## src/rtl/tff_mod_counter.sv

```systemverilog
// tff_mod_counter
// Parametrised modulo up/down counter whose state bits are T flip-flops.
// Supports count enable, direction, synchronous load with clamping,
// a registered Gray-coded copy of the count, a combinational terminal-count
// strobe and a sticky wrap flag.
//
// Data flow:
//   q_q (binary state) --> next-count selection --> q_d
//   t_vec = q_d ^ q_q       (each state bit toggles when t_vec bit is 1)
//   gray_d = q_d ^ (q_d >> 1), registered alongside the count
//   wrapped_d = wrap_evt | (wrapped_q & ~clr_wrap)
//
// All range comparisons use WIDTH+1 bits so that MODULUS = 2**WIDTH is
// representable and MODULUS-1 never needs a truncating expression.

module tff_mod_counter #(
  parameter int WIDTH   = 4,
  parameter int MODULUS = 16
) (
  input  logic             clock,
  input  logic             reset,
  input  logic             en,
  input  logic             up,
  input  logic             load,
  input  logic [WIDTH-1:0] load_val,
  input  logic             clr_wrap,
  output logic [WIDTH-1:0] Q,
  output logic [WIDTH-1:0] gray,
  output logic             tc,
  output logic             wrapped
);

  // ---------------------------------------------------------------------
  // Extended-width constants
  // ---------------------------------------------------------------------
  // MOD_EXT holds MODULUS itself (may equal 2**WIDTH), MAX_EXT the largest
  // legal count. Both live in WIDTH+1 bits.
  localparam logic [WIDTH:0] MOD_EXT  = MODULUS[WIDTH:0];
  localparam logic [WIDTH:0] ONE_EXT  = {{WIDTH{1'b0}}, 1'b1};
  localparam logic [WIDTH:0] MAX_EXT  = MOD_EXT - ONE_EXT;
  localparam logic [WIDTH:0] ZERO_EXT = '0;

  // ---------------------------------------------------------------------
  // State registers
  // ---------------------------------------------------------------------
  logic [WIDTH-1:0] q_q;
  logic [WIDTH-1:0] q_d;
  logic [WIDTH-1:0] t_vec;
  logic [WIDTH-1:0] gray_q;
  logic [WIDTH-1:0] gray_d;
  logic             wrapped_q;
  logic             wrapped_d;

  // ---------------------------------------------------------------------
  // Decoded state
  // ---------------------------------------------------------------------
  logic [WIDTH:0]   q_ext;
  logic [WIDTH:0]   load_ext;
  logic [WIDTH:0]   next_ext;
  logic             q_at_max;
  logic             q_at_zero;
  logic             q_out_of_range;
  logic             load_over;
  logic             wrap_evt;

  assign q_ext    = {1'b0, q_q};
  assign load_ext = {1'b0, load_val};

  // Range decode of the current count and of the load value.
  always_comb begin
    q_at_max       = (q_ext == MAX_EXT);
    q_at_zero      = (q_ext == ZERO_EXT);
    q_out_of_range = (q_ext >= MOD_EXT);
    load_over      = (load_ext >= MOD_EXT);
  end

  // Next-count selection: load beats count, count beats hold.
  // A wrap event is raised only for a genuine modulo wrap; recovery from an
  // out-of-range state (X/SEU) lands on 0 or MAX silently.
  always_comb begin
    next_ext = q_ext;
    wrap_evt = 1'b0;
    if (load) begin
      next_ext = load_over ? MAX_EXT : load_ext;
    end else if (en) begin
      if (up) begin
        if (q_out_of_range) begin
          next_ext = ZERO_EXT;
        end else if (q_at_max) begin
          next_ext = ZERO_EXT;
          wrap_evt = 1'b1;
        end else begin
          next_ext = q_ext + ONE_EXT;
        end
      end else begin
        if (q_out_of_range) begin
          next_ext = MAX_EXT;
        end else if (q_at_zero) begin
          next_ext = MAX_EXT;
          wrap_evt = 1'b1;
        end else begin
          next_ext = q_ext - ONE_EXT;
        end
      end
    end
  end

  // Narrow the extended next value back to WIDTH bits. Every path above
  // already stays below MOD_EXT; the guard keeps the narrowing provably
  // lossless and forces a legal value should that ever not hold.
  always_comb begin
    q_d = '0;
    if (next_ext < MOD_EXT) begin
      q_d = next_ext[WIDTH-1:0];
    end
  end

  // Toggle vector for the T flip-flops and the Gray copy of the next count.
  always_comb begin
    t_vec  = q_d ^ q_q;
    gray_d = q_d ^ (q_d >> 1);
  end

  // Sticky wrap flag: a wrap in the same cycle as clr_wrap keeps it set.
  always_comb begin
    wrapped_d = wrap_evt | (wrapped_q & ~clr_wrap);
  end

  // T flip-flop bank: each count bit inverts when its toggle bit is set.
  always_ff @(posedge clock or posedge reset) begin
    if (reset) begin
      q_q <= '0;
    end else begin
      q_q <= q_q ^ t_vec;
    end
  end

  // Registered Gray copy and wrap flag, updated on the same edge as the count.
  always_ff @(posedge clock or posedge reset) begin
    if (reset) begin
      gray_q    <= '0;
      wrapped_q <= 1'b0;
    end else begin
      gray_q    <= gray_d;
      wrapped_q <= wrapped_d;
    end
  end

  // Terminal count: high in the cycle whose edge will perform a wrap.
  always_comb begin
    tc = en & ~load & ((up & q_at_max) | (~up & q_at_zero));
  end

  assign Q       = q_q;
  assign gray    = gray_q;
  assign wrapped = wrapped_q;

endmodule
```

## config.mk

```make
export PLATFORM = sky130hd
export DESIGN_NAME = tff_mod_counter
export DESIGN_NICKNAME = d
export VERILOG_FILES = /design/src/rtl/tff_mod_counter.sv
export SDC_FILE = /design/constraint.sdc
export NUM_CORES = 1
export LEC_CHECK = 0
export BUFFER_PORTS_ARGS = -buffer_cell sky130_fd_sc_hd__buf_2
export CORE_AREA = 2 2 44 46
export CTS_BUF_LIST = sky130_fd_sc_hd__clkbuf_4 sky130_fd_sc_hd__clkbuf_8
export DETAILED_ROUTE_END_ITERATION = 7
export DIE_AREA = 0 0 46 48
export GPL_TIMING_DRIVEN = 0
export PLACE_DENSITY = 0.58
export SYNTH_ARGS = -nofsm -noshare
export SYNTH_HDL_FRONTEND = slang
export SYNTH_SLANG_ARGS = --single-unit
export TNS_END_PERCENT = 50
```

## constraint.sdc

```tcl
create_clock -name clock -period 1.95 [get_ports clock]
set_input_delay 0.195 -clock clock [delete_from_list [all_inputs] [get_ports clock]]
set_output_delay 0.195 -clock clock [all_outputs]
set_load 0.03 [all_outputs]
```

==> impl_metrics.toml <==
[status]
status = "complete, no violations"

[timing]
worst_slew_margin_rel_pct = 77.1
hold_viol = 0
timing.fmax_mhz = 527
fin_tns_setup_ns = 0
fin_crit_ns = 1.90
worst_pin_slew_ns = 0.334
period_share_pct = 97.3
report.final.slew_viol_count = 0
skew_ns = 0.00107
setup_viol = 0

[power_and_ir_drop]
power.density_mw_per_mm2 = 889
power_leakage_uw = 0.000380
ir_drop_uv = 478

[yosys]
syn_inst = 57
synth_area_per_cell_sq_um = 10.0
synth_warnings = 0
netlist_area_sq_um = 572
yosysSeqAreaShare_pct = 39.4
synth_seq_cells = 9
synth_nets = 69
ys_types = 28

[detailed_routing]
drt_first_pass_iters = 4
vias = 507
drtIter0Drc = 11
drc = 0
via_per_inst = 5.07
ant_nets = 0
wl_per_cell_um = 11.9
drt-total-wl_um = 1190

[critical_path]
cp_num_buf_inv = 2
rrSetupSlack_ns = 0.19
critPathTopFamily = "simple AND/OR/NAND/NOR gates"
slowest_stage = "or4b_4"
cpPeakStageDelay_ns = 0.46
path_cells = "inv_2 -> ha_4 -> or4b_4 -> nor2b_4 -> nor2_2 -> buf_6"
arrival_ns = 1.70
worst_r2r_path_depth = 6
crit_start = "Q[1]"
critPathCaptureType = "output pin"
critPathRequiredTime_ns = 1.75
critical_path_class = "reg2out"
cp_max_fo = 3
timing.rr.start = "Q[0]"
cp-start-kind = "flip-flop"
r2r-end = "gray[2]"

[clock_network]
numClockSinks = 9
path_clk_slew_ns = 0.06
clk_path_buf_depth = 2
htreeDepth = 1
insertion_delay_ns = 0.25
cts_tree = "yes"
cts_root_buf = "clkbuf_4"
numCtsBuffers = 3

[hold_path]
whs_path_depth = 2
hold_path.class = "in2reg"
whs_endpoint = "wrapped"
hp-start = "clr_wrap"

[die]
die_h_um = 48
core-area_sq_mm = 0.00169
ios = 20
start_util_pct = 33.9
rows = 15
die_area_sq_mm = 0.00221
chipWidth_um = 46

[run]
max_cap_viol_count = 0

[finish]
area_growth_pct = 36.5
drive_gt1_share_pct = 48.2
fill_cells = 168
num_antenna_cells = 0
nets = 96
regArea_sq_um = 228
multi_input_area_sq_um = 345
stdcell_area_sq_um = 781

[global_routing]
grtUsageTotal_pct = 12.0
gr-total-overflow = 0
grt_pass1_wl_um = 1900
grt_max_degree = 11
antenna_found_initial = 0
grt_pass1_vias = 461

[placed_design]
gp_congestion = 0.706
place_area_sq_um = 686
port_buffers = 18
dp_hpwl_um = 919
## through the flow
| step | worst slack [ns] | power (uW) | hold WS, ns | util (%) | cells |
|---|---|---|---|---|---|
| after floorplan | 0.0597 | 444 | 0.0229 | - | 57 |
| after global placement | 0.127 | 513 | 0.163 | 40.6 | 92 |
| after detailed placement | 0.112 | 517 | 0.172 | 40.6 | 92 |
| after CTS | 0.00333 | 701 | 0.109 | 45.5 | 99 |
| after global routing | -0.0000965 | 746 | 0.116 | 46.2 | 100 |
| final | 0.0524 | 694 | 0.119 | 46.2 | 100 |
## layout by cell type, fill, tap and decap left out, types with 2 or more instances in the layout
master,Yosys,final
inv_2,0,2
nor3b_1,3,3
buf_2,1,18
nand2b_1,3,3
a21oi_1,3,3
dfrtp_2,0,2
nor2_1,4,3
xnor2_1,2,2
clkbuf_4,0,4
inv_1,6,4
mux2i_1,4,4
buf_4,0,3
dfrtp_1,9,7
## state kept, by name, summed over array words and instances, names as in the netlist
name,count
gray,4
Q,4
wrapped,1
## worst max-delay path by stage
| stage | slack [ns] | cells after the start | end |
|---|---|---|---|
| 6_report | 0.05 | 6 | tc |
| 5_1_grt | -0.0001 | 6 | tc |
| 4_1_cts | 0.003 | 6 | tc |
| 3_5_place_dp | 0.11 | 6 | tc |
| 3_3_place_gp | 0.13 | 6 | tc |
| 2_1_floorplan | 0.06 | 5 | tc |
## where the power goes
group          switching, uW  internal [uW]
Clock                   59.8           92.4
Combinational            174            121
Sequential              24.1            223
## area by class of cell
| type | count | share of cell area, % |
|---|---|---|
| buffer | 1 | 0.641 |
| clock buffer | 4 | 3.85 |
| inverter | 6 | 2.88 |
| multi-input combinational | 41 | 44.2 |
| sequential | 9 | 29.2 |
| tap | 17 | 2.72 |
| timing repair buffer | 22 | 16.5 |
## cells in the mapped netlist
cell type	count	share of area, %
nor2b_1	2	2.2
nand2_1	1	0.66
mux2i_1	4	7.0
dfrtp_1	9	39
and4_2	1	1.8
a211oi_2	1	2.2
nor2_1	4	2.6
a31o_2	1	1.5
nor3b_1	3	3.9
nand4_1	1	1.1
ha_1	2	4.4
o311ai_2	1	2.8
o21ai_0	1	0.87
xnor2_1	2	3.1
nand3_1	1	0.87
xor2_1	1	1.5
buf_2	1	0.87
o22ai_1	1	1.1
a22o_2	1	1.8
a32oi_1	1	1.5
nand2b_1	3	3.3
a21oi_1	3	2.6
o211ai_1	1	1.3
or2b_2	1	1.5
inv_1	6	3.9
or4b_1	2	3.5
a2bb2oi_1	1	1.5
or2_1	1	1.1
## logic make-up after synthesis
| group | after synthesis | share of synthesized area [%] |
|---|---|---|
| AND/OR/NAND/NOR | 20 | 22.5 |
| multiplexers | 4 | 7.00 |
| buffers and inverters | 7 | 4.81 |
| adder cells (fa/ha/maj) | 2 | 4.38 |
| flip-flops | 9 | 39.4 |
| XOR/XNOR | 3 | 4.60 |
| AO/OA/AOI/OAI | 12 | 17.3 |
## metal layers
metal  GRT usage, %  part of all wire, %
met5              0                    0
met3           4.53                  4.1
met1           12.5                   43
met2           22.5                   53
met4           3.43                    0
## repair_timing
| action | 4_1_cts | 5_1_grt |
|---|---|---|
| endpoints found under the setup margin | 1 | 1 |
| gates resized for setup | 10 | 1 |
| setup buffers | 2 | 1 |
| endpoints found under the hold margin | 9 | 0 |
| hold buffers | 1 | 0 |
Power figures use the tool's default switching activity.
